File: src/rtl/result_display_if.sv
// Bundle between the CPU-side value source and the 7-segment display driver.
// The display driver is the slave: it reads the value/control inputs and drives the board pins.
interface result_display_if;
  logic [15:0] in_result;
  logic [31:0] in_pc;
  logic        sel_pc;
  logic        freeze;
  logic [3:0]  an;
  logic [6:0]  seg;
  logic        dp;

  modport master (output in_result, in_pc, sel_pc, freeze, input an, seg, dp);
  modport slave  (input in_result, in_pc, sel_pc, freeze, output an, seg, dp);
endinterface

File: src/rtl/result_display_driver.sv
// Shows a sampled 16-bit CPU value as four hex digits on a time-multiplexed 7-segment display.
// The value is resampled only at frame wrap, so each frame always shows one coherent value.
module result_display_driver #(
  parameter int unsigned CLK_DIV  = 50000,
  parameter bit          BLANK_LZ = 1'b1
) (
  input  logic             clk,
  input  logic             rst,
  result_display_if.slave  bus
);

  localparam int unsigned DIV_W  = (CLK_DIV > 1) ? $clog2(CLK_DIV) : 1;
  localparam int unsigned DIG_W  = 2;
  localparam int unsigned VAL_W  = 16;
  localparam int unsigned SEG_W  = 7;
  localparam int unsigned AN_W   = 4;

  logic [DIV_W-1:0] div_q, div_d;
  logic [DIG_W-1:0] digit_q, digit_d;
  logic [VAL_W-1:0] disp_val_q, disp_val_d;
  logic             disp_mode_q, disp_mode_d;
  logic [AN_W-1:0]  an_q, an_d;
  logic [SEG_W-1:0] seg_q, seg_d;
  logic             dp_q, dp_d;

  logic             tick_c;
  logic [3:0]       nib_c;
  logic             lz_c;
  logic             unused_pc_hi;

  assign unused_pc_hi = &{1'b0, bus.in_pc[31:16]};

  // Active-low gfedcba hex decode.
  function automatic logic [SEG_W-1:0] hex7(input logic [3:0] n);
    case (n)
      4'h0:    hex7 = 7'b1000000;
      4'h1:    hex7 = 7'b1111001;
      4'h2:    hex7 = 7'b0100100;
      4'h3:    hex7 = 7'b0110000;
      4'h4:    hex7 = 7'b0011001;
      4'h5:    hex7 = 7'b0010010;
      4'h6:    hex7 = 7'b0000010;
      4'h7:    hex7 = 7'b1111000;
      4'h8:    hex7 = 7'b0000000;
      4'h9:    hex7 = 7'b0010000;
      4'hA:    hex7 = 7'b0001000;
      4'hB:    hex7 = 7'b0000011;
      4'hC:    hex7 = 7'b1000110;
      4'hD:    hex7 = 7'b0100001;
      4'hE:    hex7 = 7'b0000110;
      default: hex7 = 7'b0001110;
    endcase
  endfunction

  always_comb begin
    tick_c      = 1'b0;
    div_d       = div_q;
    digit_d     = digit_q;
    disp_val_d  = disp_val_q;
    disp_mode_d = disp_mode_q;
    nib_c       = 4'h0;
    lz_c        = 1'b0;

    tick_c = (div_q == DIV_W'(CLK_DIV - 1));
    div_d  = tick_c ? '0 : div_q + DIV_W'(1);

    if (tick_c) begin
      digit_d = digit_q + DIG_W'(1);
      // Frame wrap: the only point where a new value may enter the display.
      if (digit_q == DIG_W'(3) && !bus.freeze) begin
        disp_val_d  = bus.sel_pc ? bus.in_pc[15:0] : bus.in_result;
        disp_mode_d = bus.sel_pc;
      end
    end

    case (digit_q)
      2'd0: begin nib_c = disp_val_q[3:0];   lz_c = 1'b0;                       end
      2'd1: begin nib_c = disp_val_q[7:4];   lz_c = (disp_val_q[15:4]  == '0); end
      2'd2: begin nib_c = disp_val_q[11:8];  lz_c = (disp_val_q[15:8]  == '0); end
      default: begin nib_c = disp_val_q[15:12]; lz_c = (disp_val_q[15:12] == '0); end
    endcase

    an_d  = ~(AN_W'(1) << digit_q);
    seg_d = (BLANK_LZ && lz_c) ? '1 : hex7(nib_c);
    dp_d  = ~(disp_mode_q && (digit_q == DIG_W'(0)));
  end

  always_ff @(posedge clk or negedge rst) begin
    if (!rst) begin
      div_q       <= '0;
      digit_q     <= '0;
      disp_val_q  <= '0;
      disp_mode_q <= 1'b0;
      an_q        <= '1;
      seg_q       <= '1;
      dp_q        <= 1'b1;
    end else begin
      div_q       <= div_d;
      digit_q     <= digit_d;
      disp_val_q  <= disp_val_d;
      disp_mode_q <= disp_mode_d;
      an_q        <= an_d;
      seg_q       <= seg_d;
      dp_q        <= dp_d;
    end
  end

  assign bus.an  = an_q;
  assign bus.seg = seg_q;
  assign bus.dp  = dp_q;

endmodule

File: src/flat_wrapper.sv
// flat-port wrapper written by rule: the top's interface ports become plain ports
module result_display_driver_flat 
#(
  parameter int unsigned CLK_DIV  = 50000,
  parameter bit          BLANK_LZ = 1'b1
)
  (clk, rst, bus_in_result, bus_in_pc, bus_sel_pc, bus_freeze, bus_an, bus_seg, bus_dp);
  result_display_if bus_i ();
  input  logic clk;
  input  logic rst;
  input wire logic [$bits(bus_i.in_result)-1:0] bus_in_result;
  input wire logic [$bits(bus_i.in_pc)-1:0] bus_in_pc;
  input wire logic [$bits(bus_i.sel_pc)-1:0] bus_sel_pc;
  input wire logic [$bits(bus_i.freeze)-1:0] bus_freeze;
  output wire logic [$bits(bus_i.an)-1:0] bus_an;
  output wire logic [$bits(bus_i.seg)-1:0] bus_seg;
  output wire logic [$bits(bus_i.dp)-1:0] bus_dp;
  assign bus_i.in_result = bus_in_result;
  assign bus_i.in_pc = bus_in_pc;
  assign bus_i.sel_pc = bus_sel_pc;
  assign bus_i.freeze = bus_freeze;
  assign bus_an = bus_i.an;
  assign bus_seg = bus_i.seg;
  assign bus_dp = bus_i.dp;
  result_display_driver #(.CLK_DIV(CLK_DIV), .BLANK_LZ(BLANK_LZ)) u_core (.clk(clk), .rst(rst), .bus(bus_i));
endmodule
File: config.mk
export PLATFORM = sky130hd
export DESIGN_NAME = result_display_driver_flat
export DESIGN_NICKNAME = d
export VERILOG_FILES = /design/src/rtl/result_display_if.sv /design/src/rtl/result_display_driver.sv /design/src/flat_wrapper.sv
export SDC_FILE = /design/constraint.sdc
export NUM_CORES = 1
export LEC_CHECK = 0
export CAP_MARGIN = 20
export CORE_AREA = 2 2 82 84
export DETAILED_ROUTE_END_ITERATION = 12
export DIE_AREA = 0 0 84 86
export GPL_TIMING_DRIVEN = 0
export MAX_ROUTING_LAYER = met4
export PLACE_DENSITY = 0.66
export SLEW_MARGIN = 20
export SYNTH_ARGS = -nofsm -noshare
export SYNTH_HDL_FRONTEND = slang
export SYNTH_SLANG_ARGS = --single-unit
File: constraint.sdc
create_clock -name clk -period 3.07 [get_ports clk]
set_input_delay 0.307 -clock clk [delete_from_list [all_inputs] [get_ports clk]]
set_output_delay 0.307 -clock clk [all_outputs]
set_load 0.005 [all_outputs]
==> impl_metrics.csv, run 1 <==
group,metric,value,unit
power_and_ir_drop,p_leak,1.369,nW
global_route,busiest_layer,"met2",
floorplanning,rows,29,
power_and_ir_drop,p_comb_frac,0.068,
synth,synth-compound-area-share,0.1689,
synth,syn_area_per_cell,10.54,um2
hold_path,hp-class,"reg2reg",
run_status,status,"finished, final reports clean",
cts,clk_pin_slew_worst_paths,90,ps
global_route,grt_pass1_wl,8.935,mm
drt,drt-total-wl,5.217,mm
finish,final_nets,353,
drt,drt_first_pass_iters,4,
cts,clkSinkCount,47,
synth,synth_largest_area_cell,"dfrtp_1",
drt,drt_iter0_drc,106,
finish,num_antenna_cells,0,
synth,synth_nets,298,
place,place_ws,603.9,ps
synth,ys_async_sr_fraction,1.000,
finish,drive_gt1_frac,0.1069,
synth,synthDistinctLibCells,42,
power_and_ir_drop,p_sw,0.2376,mW
sta,hold_violations,0,
sta,timing.final.crit_share,0.8153,
power_and_ir_drop,seqPwrFrac,0.529,
drt,vias,1929,
drt,ant_nets,0,
sta,clock_skew,8.801,ps
synth,netlist_instances,234,
synth,ys_ff_latch,47,
power_and_ir_drop,power_density,369.8,nW/um2
synth,muxShareOfSynthArea,0.08773,
sta,min_period,2503,ps
floorplanning,coreArea,6277,um2
worst_setup_path,critPathLaunchType,"flip-flop",
global_route,grt_usage,0.1578,
synth,synthTopCellsByArea,"dfrtp_1 35%, dfstp_2 13%, mux2i_1 7.7%",
place,gp_congestion,0.8903,
global_route,grt_max_degree,33,
place,dpl.hpwl,3.888,mm
floorplanning,io-pin-count,64,
sta,maxSlewViolCount,0,
global_route,met3_usage,0.02887,
synth,synth_top_family_by_area,"compound AO/OA/AOI/OAI gates",
cts,cts_tree,"yes",
cts,clock_path_buffers,2,
synth,synth-main-ff-cell,"dfrtp_1",
worst_setup_path,arrival,2720,ps
synth,synth_fa_ha_area_frac,0.06085,
finish,final_common_cell,"clkdlybuf4s50_1",
global_route,grtUsageMet2,0.2720,
synth,yosysSeqAreaShare,0.4828,
finish,syn2layout_area_growth,28.35,%
floorplanning,die_width,84,um
synth,synth_edf_count,0,
drt,drc_errors,0,
cts,cts-root-buf,"clkbuf_8",
sta,final.setup.worst_slack,567.1,ps
synth,yosys.area_share.simple,0.1136,
cts,htreeDepth,2,
power_and_ir_drop,p_int,0.9336,mW
synth,synth_warnings,0,
synth,synth_top_area_frac,0.3550,
floorplanning,start_util,0.3931,
floorplanning,die_h,86,um
sta,setup_viol,0,
sta,worst_pin_slew,859.9,ps
worst_setup_path,crit_fanout,10,
drt,wl_per_cell,14.22,um
power_and_ir_drop,finalPower,1.171,mW
finish,mostFrequentLayoutCells,"45 x clkdlybuf4s50_1, 35 x dfrtp_1, 26 x o21ai_0",
power_and_ir_drop,p_sw_frac,0.2028,
global_route,grt_pass1_vias,1945,
global_route,use_met1,0.1910,
power_and_ir_drop,p_clk_frac,0.403,
floorplanning,die-area,7224,um2
sta,rsz0062_at_grt,"no",
synth,synth.cell_area,2467,um2
worst_setup_path,cp-end-kind,"flip-flop",
synth,synth_xor_area_frac,0.03905,
sta,relSlewSlack,0.4267,
place,port_buffers,46,
worst_setup_path,r2r_setup_slack,570,ps
run,cap_violations,0,
power_and_ir_drop,ir_drop,0.2113,mV
cts,numCtsBuffers,5,
global_route,overflow,0,
drt,avgViaCountPerCell,5.256,
sta,max_clock_freq,399.5,MHz
cts,clock_latency,300,ps
worst_setup_path,critPathKind,"reg2reg",
cts,cts-resized-gates,0,
sta,finalSetupTns,0,ps
global_route,antenna_found_initial,0,
worst_setup_path,crit_required,3290,ps
path summary, 6_finish.rpt:
| path | to | cells past startpoint | start |
|---|---|---|---|
| min reg2reg | u_core.bus.dp$_DFF_PN1_ | 1 | u_core.disp_mode_q$_DFFE_PN0P_ |
| min in group asynchronous | u_core.disp_mode_q$_DFFE_PN0P_ | 2 | rst |
| min | u_core.bus.dp$_DFF_PN1_ | 1 | u_core.disp_mode_q$_DFFE_PN0P_ |
| max in group asynchronous | u_core.bus.an[3]$_DFF_PN1_ | 3 | rst |
| max reg2reg | u_core.bus.seg[0]$_DFF_PN1_ | 9 | u_core.digit_q[0]$_DFFE_PN0N_ |
| max | u_core.bus.seg[0]$_DFF_PN1_ | 9 | u_core.digit_q[0]$_DFFE_PN0N_ |
synthesized netlist by cell type (2+ instances only):
library cell / instances
dfrtp_1: 35
a211oi_1: 4
nand4_1: 3
nor2_1: 9
or4_1: 3
dfstp_2: 12
or4_4: 2
o221ai_1: 3
o21ai_1: 10
nor4_1: 3
o21ai_0: 26
nor2b_1: 3
nand2b_1: 2
nand2_1: 11
xor2_1: 4
a211o_1: 2
a22oi_1: 3
buf_6: 3
a222oi_1: 3
clkbuf_1: 8
nand3_1: 6
mux2i_1: 19
ha_1: 12
xnor2_1: 7
or3_1: 2
a21o_1: 2
inv_1: 14
a21oi_1: 9
per-stage QoR:
step                      cells  utilization  area [um2]  hold WS [ps]
final                       367       0.5045        3167         408.2
after global routing        367       0.5045        3167         432.9
after CTS                   367       0.5045        3167         414.5
after detailed placement    358       0.4842        3039         241.9
after global placement      357       0.4818        3024         393.2
after floorplan             234            -        2467         11.41
flip-flops by register name, summed over array words and instances (netlist names):
| register | flops |
|---|---|
| u_core.disp_val_q | 16 |
| u_core.div_q | 16 |
| u_core.bus.seg | 7 |
| u_core.bus.an | 4 |
| u_core.digit_q | 2 |
| u_core.bus.dp | 1 |
| u_core.disp_mode_q | 1 |
cells by family after synthesis:
logic type               count (synthesis)
XOR/XNOR                                11
adder cells (fa/ha/maj)                 12
AND/OR/NAND/NOR                         50
buffers and inverters                   25
multiplexers                            21
flip-flops                              47
AO/OA/AOI/OAI                           68
routing by layer:
layer	wire [um]	vias to the layer above
li1	-	957
met1	2308	927
met2	2658	38
met3	183	7
met4	66	0
met5	0	-
power groups by stage:
stage / Sequential (mW) / Combinational [mW] / Clock [mW]
6_report: 0.619 / 0.0796 / 0.472
5_1_grt: 0.620 / 0.0879 / 0.517
4_1_cts: 0.619 / 0.0824 / 0.488
3_5_place_dp: 0.631 / 0.0812 / 0
3_3_place_gp: 0.631 / 0.0783 / 0
2_1_floorplan: 0.631 / 0.0179 / 0
cell type report:
| class | count | area [um2] |
|---|---|---|
| multi-input combinational | 162 | 1160 |
| clock inverter | 2 | 35.03 |
| tap | 77 | 96.34 |
| timing repair buffer | 48 | 485.5 |
| clock buffer | 6 | 82.58 |
| buffer | 11 | 63.81 |
| fill | 587 | 3110 |
| sequential | 47 | 1191 |
| inverter | 14 | 52.55 |
critical path: stages (launching register included):
cell and delay (ps):
dfrtp_1 400, ha_1 300, inv_1 90, clkbuf_1 220
o2bb2ai_1 480, inv_1 170, ha_1 280, a211o_1 240
o22ai_1 150, a22oi_1 110
repair_timing:
action                     CTS  global route
hold endpoints to repair     4             0
hold buffers                 1             0
buffers inserted             0             0
setup endpoints to repair    0             0
(Power assumes the default switching activity.)
==> inputs of run 2 (changes only) <==
--- a/config.mk
+++ b/config.mk
@@ -11,7 +11,7 @@
 export DIE_AREA = 0 0 84 86
 export GPL_TIMING_DRIVEN = 0
 export MAX_ROUTING_LAYER = met4
-export PLACE_DENSITY = 0.66
+export PLACE_DENSITY = 0.69
 export SLEW_MARGIN = 20
 export SYNTH_ARGS = -nofsm -noshare
 export SYNTH_HDL_FRONTEND = slang
==> constraint.sdc (replaced) <==
create_clock -name clk -period 2.04 [get_ports clk]
set_input_delay 0.204 -clock clk [delete_from_list [all_inputs] [get_ports clk]]
set_output_delay 0.204 -clock clk [all_outputs]
set_load 0.005 [all_outputs]
==> impl_metrics.csv, run 2 (same netlist as run 1, synthesis figures left out) <==
group,metric,value,unit
run_status,status,"complete, but fails checks",
run_status,violations,"negative setup slack",
floorplanning,die_h,86,um
drt,wl_per_cell,15.19,um
sta,final.setup.worst_slack,-208.1,ps
cts,cts-root-buf,"clkbuf_8",
floorplanning,start_util,0.3931,
worst_setup_path,arrival,2440,ps
finish,num_antenna_cells,0,
floorplanning,die_width,84,um
power_and_ir_drop,ir_drop,0.2690,mV
sta,maxSlewViolCount,0,
global_route,grt_pass1_vias,1985,
sta,setup_viol,23,
finish,syn2layout_area_growth,42.55,%
worst_setup_path,crit_fanout,4,
floorplanning,die-area,7224,um2
worst_setup_path,crit_required,2230,ps
finish,finalInstanceArea,3517,um2
finish,final_nets,371,
global_route,grt_max_degree,30,
cts,clk_pin_slew_worst_paths,90,ps
worst_setup_path,cp-end-kind,"flip-flop",
sta,worst_pin_slew,781.5,ps
drt,drt_first_pass_iters,4,
hold_path,hp-class,"in2async",
place,place_area,3045,um2
cts,htreeDepth,2,
place,gp_congestion,0.8603,
global_route,grt_usage,0.1668,
cts,clock_path_buffers,2,
floorplanning,rows,29,
sta,relSlewSlack,0.4790,
global_route,grt_pass1_wl,9.411,mm
power_and_ir_drop,power_density,454.1,nW/um2
sta,hold_violations,0,
place,dpl.hpwl,3.921,mm
sta,rsz0062_at_grt,"yes",
cts,cts_tree,"yes",
floorplanning,io-pin-count,64,
sta,timing.final.crit_share,1.102,
finish,mostFrequentLayoutCells,"45 x clkdlybuf4s50_1, 34 x dfrtp_1, 19 x mux2i_1",
global_route,antenna_found_initial,0,
finish,drive_gt1_frac,0.2955,
drt,drt-total-wl,5.847,mm
drt,drc_errors,0,
place,place_ws,-388.4,ps
drt,drt_iter0_drc,167,
power_and_ir_drop,p_leak,1.494,nW
sta,max_clock_freq,444.8,MHz
floorplanning,coreArea,6277,um2
sta,whs,372.1,ps
sta,finalSetupTns,-2682,ps
drt,ant_nets,0,
place,port_buffers,46,
worst_setup_path,r2r_setup_slack,-210,ps
finish,final_common_cell,"clkdlybuf4s50_1",
sta,min_period,2248,ps
worst_setup_path,critPathLaunchType,"flip-flop",
cts,clock_latency,300,ps
drt,avgViaCountPerCell,5.340,
global_route,overflow,0,
worst_setup_path,critPathKind,"reg2reg",
cts,clkSinkCount,47,
drt,vias,2056,
cts,numCtsBuffers,5,
run,cap_violations,0,
sta,clock_skew,8.541,ps
power_and_ir_drop,finalPower,1.597,mW
-- run 2: through the flow --
stage / utilization / std cells
final: 0.5603 / 385
after global routing: 0.5603 / 385
after CTS: 0.5356 / 379
after detailed placement: 0.4852 / 358
after global placement: 0.4828 / 357
after floorplan: - / 234
-- run 2: layout make-up --
type	count	area, um2
Tap cell	77	96.34
Buffer	8	50.05
Clock inverter	3	15.01
Clock buffer	5	68.82
Multi-Input combinational cell	162	1375
Inverter	14	52.55
Sequential cell	47	1192
Timing Repair Buffer	69	666.9
Fill cell	529	2760
-- run 2: worst paths after layout --
path / start / endpoint / depth (start not counted)
max: u_core.div_q[5]$_DFF_PN0_ / u_core.disp_mode_q$_DFFE_PN0P_ / 5
min: rst / u_core.disp_mode_q$_DFFE_PN0P_ / 2
max reg2reg: u_core.div_q[5]$_DFF_PN0_ / u_core.disp_mode_q$_DFFE_PN0P_ / 5
min reg2reg: u_core.disp_mode_q$_DFFE_PN0P_ / u_core.bus.dp$_DFF_PN1_ / 1
max in group asynchronous: rst / u_core.bus.an[3]$_DFF_PN1_ / 3
min in group clk: u_core.disp_mode_q$_DFFE_PN0P_ / u_core.bus.dp$_DFF_PN1_ / 1
-- run 2: critical path, cell delays in order, from the launching register on --
cell and delay [ps]:
dfrtp_1 400, or4bb_1 520, or4_4 550, or2_1 240, buf_6 140, mux2_4 290
-- run 2: layer usage --
layer	track usage	vias up	share of wire
met2	0.2924	59	0.52
li1	-	991	-
met5	-	-	0
met1	0.2024	997	0.42
met4	0.03079	0	0.011
met3	0.03369	9	0.054
-- run 2: power by group --
part / leakage (nW) / switching [mW] / internal [mW]
Clock: 0.0477 / 0.307 / 0.235
Sequential: 0.598 / 0 / 0.932
Combinational: 0.849 / 0.0474 / 0.0760
-- run 2: timing repair --
| item | CTS | global route |
|---|---|---|
| pin swaps | 16 | 11 |
| resized for setup | 37 | 27 |
| endpoints found under the hold margin | 7 | 0 |
| hold buffers | 1 | 0 |
| setup endpoints to repair | 26 | 35 |
| setup buffers | 15 | 6 |
